`config.mk`:
```
export PLATFORM = sky130hd
export DESIGN_NAME = match_event_tracker_flat
export DESIGN_NICKNAME = d
export VERILOG_FILES = /design/src/rtl/match_event_tracker_pkg.sv /design/src/rtl/match_event_tracker_if.sv /design/src/rtl/match_event_tracker_sync_fifo.sv /design/src/rtl/match_event_tracker.sv /design/src/flat_wrapper.sv
export SDC_FILE = /design/constraint.sdc
export NUM_CORES = 1
export LEC_CHECK = 0
export ABC_AREA = 1
export CAP_MARGIN = 15
export CORE_MARGIN = 3
export CORE_UTILIZATION = 35
export CTS_CLUSTER_SIZE = 16
export DETAILED_ROUTE_END_ITERATION = 8
export SYNTH_ARGS = -nofsm -noshare
export SYNTH_HDL_FRONTEND = slang
export SYNTH_SLANG_ARGS = --single-unit
```
`constraint.sdc`:
```
create_clock -name i_clk -period 2.7 [get_ports i_clk]
set_input_delay 0.81 -clock i_clk [delete_from_list [all_inputs] [get_ports i_clk]]
set_output_delay 0.81 -clock i_clk [all_outputs]
set_load 0.1 [all_outputs]
```
`src/rtl/match_event_tracker_pkg.sv`:
```
// Shared types and constants for the match event tracker: FSM states,
// readout record layout and the run-length saturation value.
package match_evt_pkg;

    typedef enum logic [1:0] {
        IDLE   = 2'd0,
        ARMING = 2'd1,
        ACTIVE = 2'd2
    } evt_state_t;

    localparam int DEF_TS_W  = 16;
    localparam int DEF_LEN_W = 8;
    localparam int LEN_MAX   = 2**DEF_LEN_W - 1;

    // Record as it leaves the FIFO head: start timestamp in the upper bits.
    typedef struct packed {
        logic [DEF_TS_W-1:0]  ts;
        logic [DEF_LEN_W-1:0] len;
    } evt_rec_t;

    function automatic int len_max(input int width);
        return (2**width) - 1;
    endfunction

endpackage

```
`src/rtl/match_event_tracker_if.sv`:
```
// Record readout port. o_valid/o_ts/o_len come from the tracker, i_ready from the consumer;
// a record transfers on any edge where o_valid & i_ready, and the head is held until then.
interface match_event_tracker_if #(
    parameter int TS_W  = 16,
    parameter int LEN_W = 8
);
    logic             o_valid;
    logic             i_ready;
    logic [TS_W-1:0]  o_ts;
    logic [LEN_W-1:0] o_len;

    modport master (output o_valid, output o_ts, output o_len, input i_ready);
    modport slave  (input o_valid, input o_ts, input o_len, output i_ready);
endinterface

```
`src/rtl/match_event_tracker_sync_fifo.sv`:
```
// Show-ahead synchronous FIFO with occupancy output; a push into a full FIFO
// is accepted only when a pop happens on the same edge.
module sync_fifo #(
    parameter int DEPTH = 4,
    parameter int WIDTH = 24
) (
    input  logic                     i_clk,
    input  logic                     i_rst,
    input  logic                     i_push,
    input  logic [WIDTH-1:0]         i_data,
    input  logic                     i_pop,
    output logic [WIDTH-1:0]         o_data,
    output logic                     o_full,
    output logic                     o_empty,
    output logic [$clog2(DEPTH):0]   o_level
);
    localparam int AW = $clog2(DEPTH);

    logic [WIDTH-1:0] r_mem [DEPTH];
    logic [AW:0]      r_wr;
    logic [AW:0]      r_rd;
    logic             w_do_push;
    logic             w_do_pop;

    assign o_empty   = (r_wr == r_rd);
    assign o_full    = (r_wr[AW] != r_rd[AW]) && (r_wr[AW-1:0] == r_rd[AW-1:0]);
    assign w_do_pop  = i_pop & ~o_empty;
    assign w_do_push = i_push & (~o_full | w_do_pop);
    assign o_level   = r_wr - r_rd;
    // Empty head reads as zero so the readout port is quiet after reset.
    assign o_data    = o_empty ? '0 : r_mem[r_rd[AW-1:0]];

    always_ff @(posedge i_clk) begin
        if (i_rst) begin
            r_wr <= '0;
            r_rd <= '0;
        end else begin
            if (w_do_push) r_wr <= r_wr + 1'b1;
            if (w_do_pop)  r_rd <= r_rd + 1'b1;
        end
    end

    always_ff @(posedge i_clk) begin
        if (w_do_push) r_mem[r_wr[AW-1:0]] <= i_data;
    end

endmodule

```
`src/rtl/match_event_tracker.sv`:
```
// Qualifies runs of the match flag, timestamps and measures each qualified run,
// and queues {start_ts, len} records behind a valid/ready readout port.
module match_event_tracker
    import match_evt_pkg::*;
#(
    parameter int MIN_RUN = 2,
    parameter int TS_W    = 16,
    parameter int LEN_W   = 8,
    parameter int DEPTH   = 4
) (
    input  logic                    i_clk,
    input  logic                    i_rst,
    input  logic                    i_match,
    input  logic                    i_en,
    input  logic                    i_ovf_clr,
    match_event_tracker_if.master   rd,
    output logic [$clog2(DEPTH):0]  o_level,
    output logic                    o_busy,
    output logic                    o_ovf,
    output evt_state_t              o_state
);
    localparam logic [LEN_W-1:0] LEN_SAT   = LEN_W'(len_max(LEN_W));
    localparam logic [LEN_W-1:0] MIN_RUN_L = LEN_W'(MIN_RUN);

    evt_state_t       r_state, w_state_nxt;
    logic [TS_W-1:0]  r_ts;
    logic [TS_W-1:0]  r_start_ts, w_start_nxt;
    logic [LEN_W-1:0] r_len, w_len_nxt, w_len_inc;
    logic             w_push, w_pop, w_full, w_empty, w_drop;
    logic [TS_W+LEN_W-1:0] w_head;

    assign w_len_inc = r_len + 1'b1;

    always_ff @(posedge i_clk) begin
        if (i_rst) begin
            r_state    <= IDLE;
            r_ts       <= '0;
            r_start_ts <= '0;
            r_len      <= '0;
        end else begin
            r_state    <= w_state_nxt;
            r_ts       <= r_ts + 1'b1;
            r_start_ts <= w_start_nxt;
            r_len      <= w_len_nxt;
        end
    end

    always_comb begin
        w_state_nxt = r_state;
        w_start_nxt = r_start_ts;
        w_len_nxt   = r_len;
        w_push      = 1'b0;
        if (!i_en) begin
            w_state_nxt = IDLE;
            w_len_nxt   = '0;
        end else begin
            case (r_state)
                IDLE: begin
                    if (i_match) begin
                        w_start_nxt = r_ts;
                        w_len_nxt   = LEN_W'(1);
                        w_state_nxt = (MIN_RUN == 1) ? ACTIVE : ARMING;
                    end
                end
                ARMING: begin
                    if (i_match) begin
                        w_len_nxt = w_len_inc;
                        if (w_len_inc == MIN_RUN_L) w_state_nxt = ACTIVE;
                    end else begin
                        w_state_nxt = IDLE;
                    end
                end
                ACTIVE: begin
                    if (i_match) begin
                        if (r_len != LEN_SAT) w_len_nxt = w_len_inc;
                    end else begin
                        // Run ends on this edge: record goes out with the length seen so far.
                        w_push      = 1'b1;
                        w_state_nxt = IDLE;
                    end
                end
                default: w_state_nxt = IDLE;
            endcase
        end
    end

    assign w_pop  = rd.o_valid & rd.i_ready;
    assign w_drop = w_push & w_full & ~w_pop;

    always_ff @(posedge i_clk) begin
        if (i_rst)          o_ovf <= 1'b0;
        else if (w_drop)    o_ovf <= 1'b1;
        else if (i_ovf_clr) o_ovf <= 1'b0;
    end

    sync_fifo #(
        .DEPTH (DEPTH),
        .WIDTH (TS_W + LEN_W)
    ) u_fifo (
        .i_clk   (i_clk),
        .i_rst   (i_rst),
        .i_push  (w_push),
        .i_data  ({r_start_ts, r_len}),
        .i_pop   (w_pop),
        .o_data  (w_head),
        .o_full  (w_full),
        .o_empty (w_empty),
        .o_level (o_level)
    );

    assign rd.o_valid = ~w_empty;
    assign rd.o_ts    = w_head[TS_W+LEN_W-1:LEN_W];
    assign rd.o_len   = w_head[LEN_W-1:0];
    assign o_busy     = (r_state != IDLE);
    assign o_state    = r_state;

endmodule
```
`src/flat_wrapper.sv`:
```
// flat-port wrapper written by rule: the top's interface ports become plain ports
module match_event_tracker_flat import match_evt_pkg::*;
#(
    parameter int MIN_RUN = 2,
    parameter int TS_W    = 16,
    parameter int LEN_W   = 8,
    parameter int DEPTH   = 4
)
  (i_clk, i_rst, i_match, i_en, i_ovf_clr, o_level, o_busy, o_ovf, o_state, rd_o_valid, rd_o_ts, rd_o_len, rd_i_ready);
  match_event_tracker_if #(.TS_W(TS_W), .LEN_W(LEN_W)) rd_i ();
  input  logic i_clk;
  input  logic i_rst;
  input  logic i_match;
  input  logic i_en;
  input  logic i_ovf_clr;
  output logic [$clog2(DEPTH):0] o_level;
  output logic o_busy;
  output logic o_ovf;
  output evt_state_t o_state;
  output wire logic [$bits(rd_i.o_valid)-1:0] rd_o_valid;
  output wire logic [$bits(rd_i.o_ts)-1:0] rd_o_ts;
  output wire logic [$bits(rd_i.o_len)-1:0] rd_o_len;
  input wire logic [$bits(rd_i.i_ready)-1:0] rd_i_ready;
  assign rd_o_valid = rd_i.o_valid;
  assign rd_o_ts = rd_i.o_ts;
  assign rd_o_len = rd_i.o_len;
  assign rd_i.i_ready = rd_i_ready;
  match_event_tracker #(.MIN_RUN(MIN_RUN), .TS_W(TS_W), .LEN_W(LEN_W), .DEPTH(DEPTH)) u_core (.i_clk(i_clk), .i_rst(i_rst), .i_match(i_match), .i_en(i_en), .i_ovf_clr(i_ovf_clr), .rd(rd_i), .o_level(o_level), .o_busy(o_busy), .o_ovf(o_ovf), .o_state(o_state));
endmodule
```
==> metrics.md, run 1 <==
| Metric | Value |
|---|---|
| Full die area | `19190 um2` |
| Power Density | `761.1 nW/um2` |
| Cell taking the most area after synthesis | `edfxtp_1` |
| Slowest CP cell | `dfxtp_2` |
| Critical Path RT | `1.89 ns` |
| Area of the core | `16880 um2` |
| Post-synthesis sequential area ratio | `63.49%` |
| I/O pin total | `38` |
| Synthesis-stage register bit count | `147` |
| Clk_skew | `0.009136 ns` |
| Synth cell types | `26` |
| Multiplexer area fraction after synthesis | `0%` |
| Setup violators final | `0` |
| Peak VDD IR | `489.8 uV` |
| Slew headroom | `76.81%` |
| Clk_lat worst skew | `0.41 ns` |
| Pre-Repair DR Iteration Count | `4` |
| Largest family of logic cells by synthesized area | `simple AND/OR/NAND/NOR gates` |
| Placer Congestion | `0.7653` |
| Tightest Hold Check Type | `reg2reg` |
| Antenna Nets Post-Route | `0` |
| Vias per inst | `4.772` |
| Reg2Reg Depth | `7` |
| H-tree depth | `4` |
| Max Fclk | `379.8 MHz` |
| Worst Setup End Kind | `output pin` |
| Share of the synthesized area in the top cell type | `46.89%` |
| Gr ovfl total | `0` |
| Cts hold-fix bufs | `0` |
| Max Slew Vio Count | `0` |
| Place WS | `0.05880 ns` |
| Leakage Power | `0.002938 uW` |
| R2r startpoint | `u_core.o_state[0]$_SDFFE_PP0P_` |
| CTS max path bufs | `2` |
| TritonCTS clock tree | `yes` |
| Adder-cell share of the synthesized area | `3.175%` |
| Post-route insts no fill | `914` |
| Area Overhead vs Synth | `34.90%` |
| Net Count, Synth | `638` |
| Drc violations | `0` |
| Critical path, cell by cell | `inv_4 > ha_4 > nand2_2 > nor2_4 > buf_12 > buf_12 > a21oi_4 > buf_12` |
| CP most frequent cell | `buf_12` |
| Kind of critical path | `reg2out` |
| Syn_area_per_cell | `9.965 um2` |
| First-pass GRT wire length | `21770 um` |
| Synth top area cells | `edfxtp_1 (47%), dfxtp_1 (17%), nor2_1 (7.7%)` |
| Post-synthesis compound-gate area fraction | `12.09%` |
| Layout cells sized above 1 | `24.06%` |
| Hold Path Origin | `u_core.r_ts[9]$_SDFF_PP0_` |
| # diodes | `0` |
| Syn Inst Count | `617` |
| Cts bufs inserted | `17` |
| Height of the chip | `138.5 um` |
| Routed wire per std cell | `14.70 um` |
| Tmin final | `2.633 ns` |
| Crit-path max cell delay | `0.35 ns` |
| Root buf cell | `clkbuf_16` |
| DR iter-0 viols | `433` |
| Clock transition at path regs | `0.06 ns` |
| Initial antenna violation count | `0` |
| Max-cap violation count | `0` |
| Fill count | `1486` |
| Synth warn | `0` |
| Final Cycle Share | `97.51%` |
| # clock sinks | `147` |
| Setup ws final | `0.06733 ns` |
| Min-Delay Path Depth | `2` |
| RSZ-0062 raised after global routing | `yes` |
| Post-Synth XOR/XNOR Area | `0.6919%` |
| CP startpoint kind | `register` |
| NumNets Final | `702` |
| Final setup TNS | `0 ns` |
| Hold WS | `0.4694 ns` |
| Post-synthesis cell area | `6148 um2` |
| Vias in the first global route | `4339` |
| CP startpoint | `u_core.u_fifo.r_wr[0]$_SDFFE_PP0N_` |
| Final Hold Fails | `0` |
| CP max FO | `8` |
| Buffers added on ports | `37` |
| Die Width | `138.5 um` |
| Site Rows | `47` |
| Routed WL | `13430 um` |
| Run status | `complete, no violations` |
| Placed cells | `865` |
| CP arrival | `1.82 ns` |
| Simple-gate portion of the synthesized area | `14.69%` |
| Total GRT Usage | `14.17%` |
| Via count | `4362` |
| Dpl hpwl | `8289 um` |
| Worst-Margin Slew | `0.3473 ns` |
| Largest net degree at the start of global routing | `50` |
| Initial core utilization | `36.43%` |
## kinds of logic (layout without fill, tap and decap cells)
| family | after synthesis | after routing |
|---|---|---|
| flip-flops | 147 | 147 |
| XOR/XNOR | 4 | 4 |
| buffers and inverters | 95 | 172 |
| AO/OA/AOI/OAI | 148 | 148 |
| AND/OR/NAND/NOR | 208 | 208 |
| adder cells (fa/ha/maj) | 15 | 15 |
## worst max-delay path: cells and delay by family, from the launching register on
family | cells | cell delay [ns]
buf+inv | 4 | 0.54
flops | 1 | 0.35
fa+ha+maj | 1 | 0.23
simple gates | 2 | 0.14
compound gates | 1 | 0.14
## flip-flops by register name, summed over array words and instances (netlist names), named ones only
name,cells
u_core.r_ts,16
u_core.r_len,8
u_core.o_ovf,1
u_core.o_state,2
u_core.r_start_ts,16
u_core.u_fifo.r_mem,96
u_core.u_fifo.r_rd,3
u_core.u_fifo.r_wr,3
## area by class of cell
cell class	count	area, um2	share of cell area (%)
flip-flops and latches	147	3915	47.20
repair buffers	68	1047	12.63
clock inverters	9	77.57	0.9353
repair inverters	1	7.507	0.09051
inverters	71	272.8	3.289
multi-input cells	375	2208	26.63
well taps	220	275.3	3.319
clock buffers	23	490.5	5.913
## synthesized netlist by cell type
library cell  number
ha_1              14
nand4_1            2
nor2_4             3
inv_1             67
buf_2              3
buf_1              1
clkbuf_1          20
xor2_1             3
nor3b_2            1
edfxtp_1          96
a21oi_1           68
nor3_2             3
or2_2              1
o21ai_0           79
nand2_1           39
inv_2              4
fa_1               1
nor2_2             5
nand2_2            6
o21bai_1           1
nor2_1           126
nand3_1           16
nand3_2            2
nor3_1             4
xor2_2             1
dfxtp_1           51
## metrics by stage
step / power (uW) / utilization (%) / area (um2)
after floorplan: 3444 / - / 6364
after global placement: 3961 / 43.94 / 7416
after detailed placement: 3971 / 43.94 / 7416
after CTS: 6312 / 48.62 / 8205
after global routing: 6538 / 49.14 / 8294
final: 6313 / 49.14 / 8294
## timing repair
| item | CTS | global route |
|---|---|---|
| setup endpoints to repair | 26 | 25 |
| hold endpoints to repair | 0 | 0 |
| cloned | 2 | 1 |
| pin swaps | 4 | 3 |
| gates resized for setup | 50 | 29 |
| buffers inserted | 13 | 1 |
## power breakdown
group / switching, uW / internal, uW
Clock: 851 / 1370
Combinational: 1040 / 581
Sequential: 48.4 / 2430
Total: 1940 / 4370
## routing by layer
metal,global-route usage (%),vias to the layer above,share of wire (%),wire length [um]
li1,-,2198,-,-
met3,2.690,15,4.0,533
met2,23.41,84,49,6575
met4,5.148,0,1.2,167
met1,18.68,2065,46,6155
met5,0,-,0,0
## cell usage in the layout, fill, tap and decap left out, types with 2 or more instances in the layout
cell and instances:
dfxtp_2 9, nor2_1 122, nor3_2 3, inv_2 4, clkbuf_8 2, nand2_2 7, clkinv_2 5, nand4_1 2
nor3_1 4, a21oi_2 3, inv_1 65, nor2_2 8, nand3_2 2, edfxtp_1 96, clkbuf_16 19, a21oi_4 21
o21ai_0 35, o21ai_1 40, dfxtp_1 42, nand3_1 16, xor2_1 2, nor2_4 4, clkinvlp_4 3, clkdlybuf4s50_1 5
ha_1 12, buf_12 38, ha_4 2, o21ai_2 4, clkbuf_1 2, inv_4 2, a21oi_1 44, buf_4 21
nand2_1 38
## path summary, 6_finish.rpt
path,endpoint,slack [ns]
worst max-delay path,rd_o_len[5],0.07
worst min-delay path,u_core.r_ts[9]$_SDFF_PP0_,0.47
worst max register to register,u_core.u_fifo.r_mem[3][2]$_DFFE_PP_,0.68
worst min register to register,u_core.r_ts[9]$_SDFF_PP0_,0.47
(Power assumes the default switching activity.)
==> run 2, diff against run 1 <==
==> constraint.sdc (replaced) <==
create_clock -name i_clk -period 3.1 [get_ports i_clk]
set_input_delay 0.93 -clock i_clk [delete_from_list [all_inputs] [get_ports i_clk]]
set_output_delay 0.93 -clock i_clk [all_outputs]
set_load 0.1 [all_outputs]
==> run 2 against run 1 <==
- design area down 6.5%
- core utilization down 3.2 points
- count of clock-buffer cells in the layout decreased by 6
- sequential share of layout area increased by 3.1 points
- largest cell class unchanged
==> metrics.md, run 2 (synthesis gave the netlist of run 1 again) <==
| Metric | Value |
|---|---|
| Fill count | `1498 (was 1486)` |
| Max Slew Vio Count | `0 (unchanged)` |
| Total Power | `5389 uW (was 6313 uW)` |
| R2r startpoint | `u_core.o_state[0]$_SDFFE_PP0P_ (unchanged)` |
| H-tree depth | `4 (unchanged)` |
| Power Density | `694.6 nW/um2 (was 761.1 nW/um2)` |
| TritonCTS clock tree | `yes (unchanged)` |
| Slew headroom | `45.85% (was 76.81%)` |
| Dpl hpwl | `8431 um (was 8289 um)` |
| Die Width | `138.5 um (unchanged)` |
| Initial core utilization | `36.43% (unchanged)` |
| Commonest non-fill, non-tap cell in the layout | `nor2_1 (unchanged)` |
| Most frequent cells in the layout | `nor2_1 (122), edfxtp_1 (96), o21ai_0 (79) (was nor2_1 (122), edfxtp_1 (96), inv_1 (65))` |
| Placed cells | `862 (was 865)` |
| Root buf cell | `clkbuf_16 (unchanged)` |
| Hold Path Origin | `u_core.o_ovf$_SDFFE_PP0P_ (was u_core.r_ts[9]$_SDFF_PP0_)` |
| Vias per inst | `4.704 (was 4.772)` |
| Cts bufs inserted | `17 (unchanged)` |
| Tmin final | `2.999 ns` |
| Initial antenna violation count | `0 (unchanged)` |
| CTS max path bufs | `2 (unchanged)` |
| CP max FO | `26 (was 8)` |
| CP startpoint kind | `register (unchanged)` |
| Leakage Power | `0.002785 uW (was 0.002938 uW)` |
| Post-route insts no fill | `894 (was 914)` |
| First-pass GRT wire length | `20910 um (was 21770 um)` |
| Total GRT Usage | `13.61% (was 14.17%)` |
| Drc violations | `0 (unchanged)` |
| Run status | `complete, no violations (unchanged)` |
| Core Util, Final | `45.97% (was 49.14%)` |
| Register area | `3904 um2 (was 3915 um2)` |
| Clk_skew | `0.007366 ns (was 0.009136 ns)` |
| Final Hold Fails | `0 (unchanged)` |
| Placer Congestion | `0.8400 (was 0.7653)` |
| Kind of critical path | `reg2out (unchanged)` |
| Setup bufs post-CTS | `0 (was 13)` |
| Buffers added on ports | `37 (unchanged)` |
| Max reg flops | `96 (unchanged)` |
| Worst Setup End Kind | `output pin (unchanged)` |
| Via count | `4205 (was 4362)` |
| Setup violators final | `0 (unchanged)` |
| Multi-input logic area | `1902 um2 (was 2208 um2)` |
| Height of the chip | `138.5 um (unchanged)` |
| Site Rows | `47 (unchanged)` |
| Antenna Nets Post-Route | `0 (unchanged)` |
| Layout cells sized above 1 | `16.02% (was 24.06%)` |
| Worst-Margin Slew | `0.8114 ns (was 0.3473 ns)` |
| Final setup TNS | `0 ns (unchanged)` |
| Clock transition at path regs | `0.06 ns (about the same)` |
| Vias in the first global route | `4232 (was 4339)` |
| Largest net degree at the start of global routing | `50 (unchanged)` |
| Routed wire per std cell | `14.08 um (was 14.70 um)` |
| Area Overhead vs Synth | `26.19% (was 34.90%)` |
| Full die area | `19190 um2 (unchanged)` |
| I/O pin total | `38 (unchanged)` |
| Max Fclk | `333.4 MHz` |
| Routed WL | `12590 um (was 13430 um)` |
| Max-cap violation count | `0 (unchanged)` |
| RSZ-0062 raised after global routing | `yes (unchanged)` |
| Final Cycle Share | `96.76%` |
| # clock sinks | `147 (unchanged)` |
| CP arrival | `2.07 ns (was 1.82 ns)` |
| Peak VDD IR | `405.3 uV (was 489.8 uV)` |
| Tightest Hold Check Type | `reg2reg (unchanged)` |
| Pre-Repair DR Iteration Count | `4 (unchanged)` |
| Area of the core | `16880 um2 (unchanged)` |
| DR iter-0 viols | `259 (was 433)` |
| NumNets Final | `682 (was 702)` |
| CP startpoint | `u_core.u_fifo.r_wr[0]$_SDFFE_PP0N_ (unchanged)` |
| Critical Path RT | `2.17 ns (was 1.89 ns)` |
| # diodes | `0 (unchanged)` |
| Gr ovfl total | `0 (unchanged)` |
| Clk_lat worst skew | `0.41 ns (about the same)` |
[run 2: cell count changes in the layout (fill, tap and decap cells not counted), moves of 4 or more]
cell,before,now
o21ai_0,35,79
o21ai_1,40,0
a21oi_1,44,66
a21oi_4,21,0
buf_4,21,11
dfxtp_1,42,51
dfxtp_2,9,0
inv_6,0,6
buf_12,38,33
clkinv_2,5,0
o21ai_2,4,0
[run 2: layout make-up]
class,instances,share of cell area (%)
clock buffers,17,5.483
clock inverters,15,2.483
inverters,71,3.435
multi-input cells,375,24.51
flip-flops and latches,147,50.31
well taps,220,3.548
repair buffers,49,10.22
[run 2: timing repair]
| item | CTS | global route |
|---|---|---|
| gates resized for setup | 0 | 2 |
| endpoints found under the setup margin | 0 | 11 |
| hold buffers | 0 | 0 |
[run 2: worst paths after layout]
kind         cells past startpoint  slack, ns                                    to
max                              7       0.10                           rd_o_len[2]
min reg2reg                      2       0.48             u_core.o_ovf$_SDFFE_PP0P_
max reg2reg                      7       1.13  u_core.u_fifo.r_mem[3][13]$_DFFE_PP_
min                              2       0.48             u_core.o_ovf$_SDFFE_PP0P_
[run 2: worst max-delay path, cell delays in order (launching register included)]
cell and delay [ns]:
dfxtp_1 0.37, inv_1 0.12, ha_1 0.33, nand2_1 0.10, nor2_2 0.06, buf_12 0.17
a21oi_1 0.29, buf_12 0.22
[run 2: power breakdown]
part	internal, uW	total, uW	leakage [uW]	switching [uW]
Clock	1290	2110	0.000290	826
Sequential	2110	2150	0.00128	36.6
Combinational	352	1130	0.00121	779
[run 2: stage by stage]
stage	hold WS (ns)	instance area (um2)	setup WS, ns
after floorplan	0.4371	6158	-0.3997
after global placement	0.4529	7133	0.3812
after detailed placement	0.4623	7133	0.3658
after CTS	0.4747	7751	0.03735
after global routing	0.4968	7759	-0.03033
final	0.4756	7759	0.1006
[run 2: per-layer routing]
| metal | wire length (um) | up-vias | global-route usage, % |
|---|---|---|---|
| met1 | 5863 | 1964 | 17.13 |
| met3 | 365 | 21 | 3.690 |
| met2 | 6163 | 68 | 22.84 |
| met4 | 198 | 0 | 4.524 |
| li1 | - | 2152 | - |
| met5 | 0 | - | 0 |
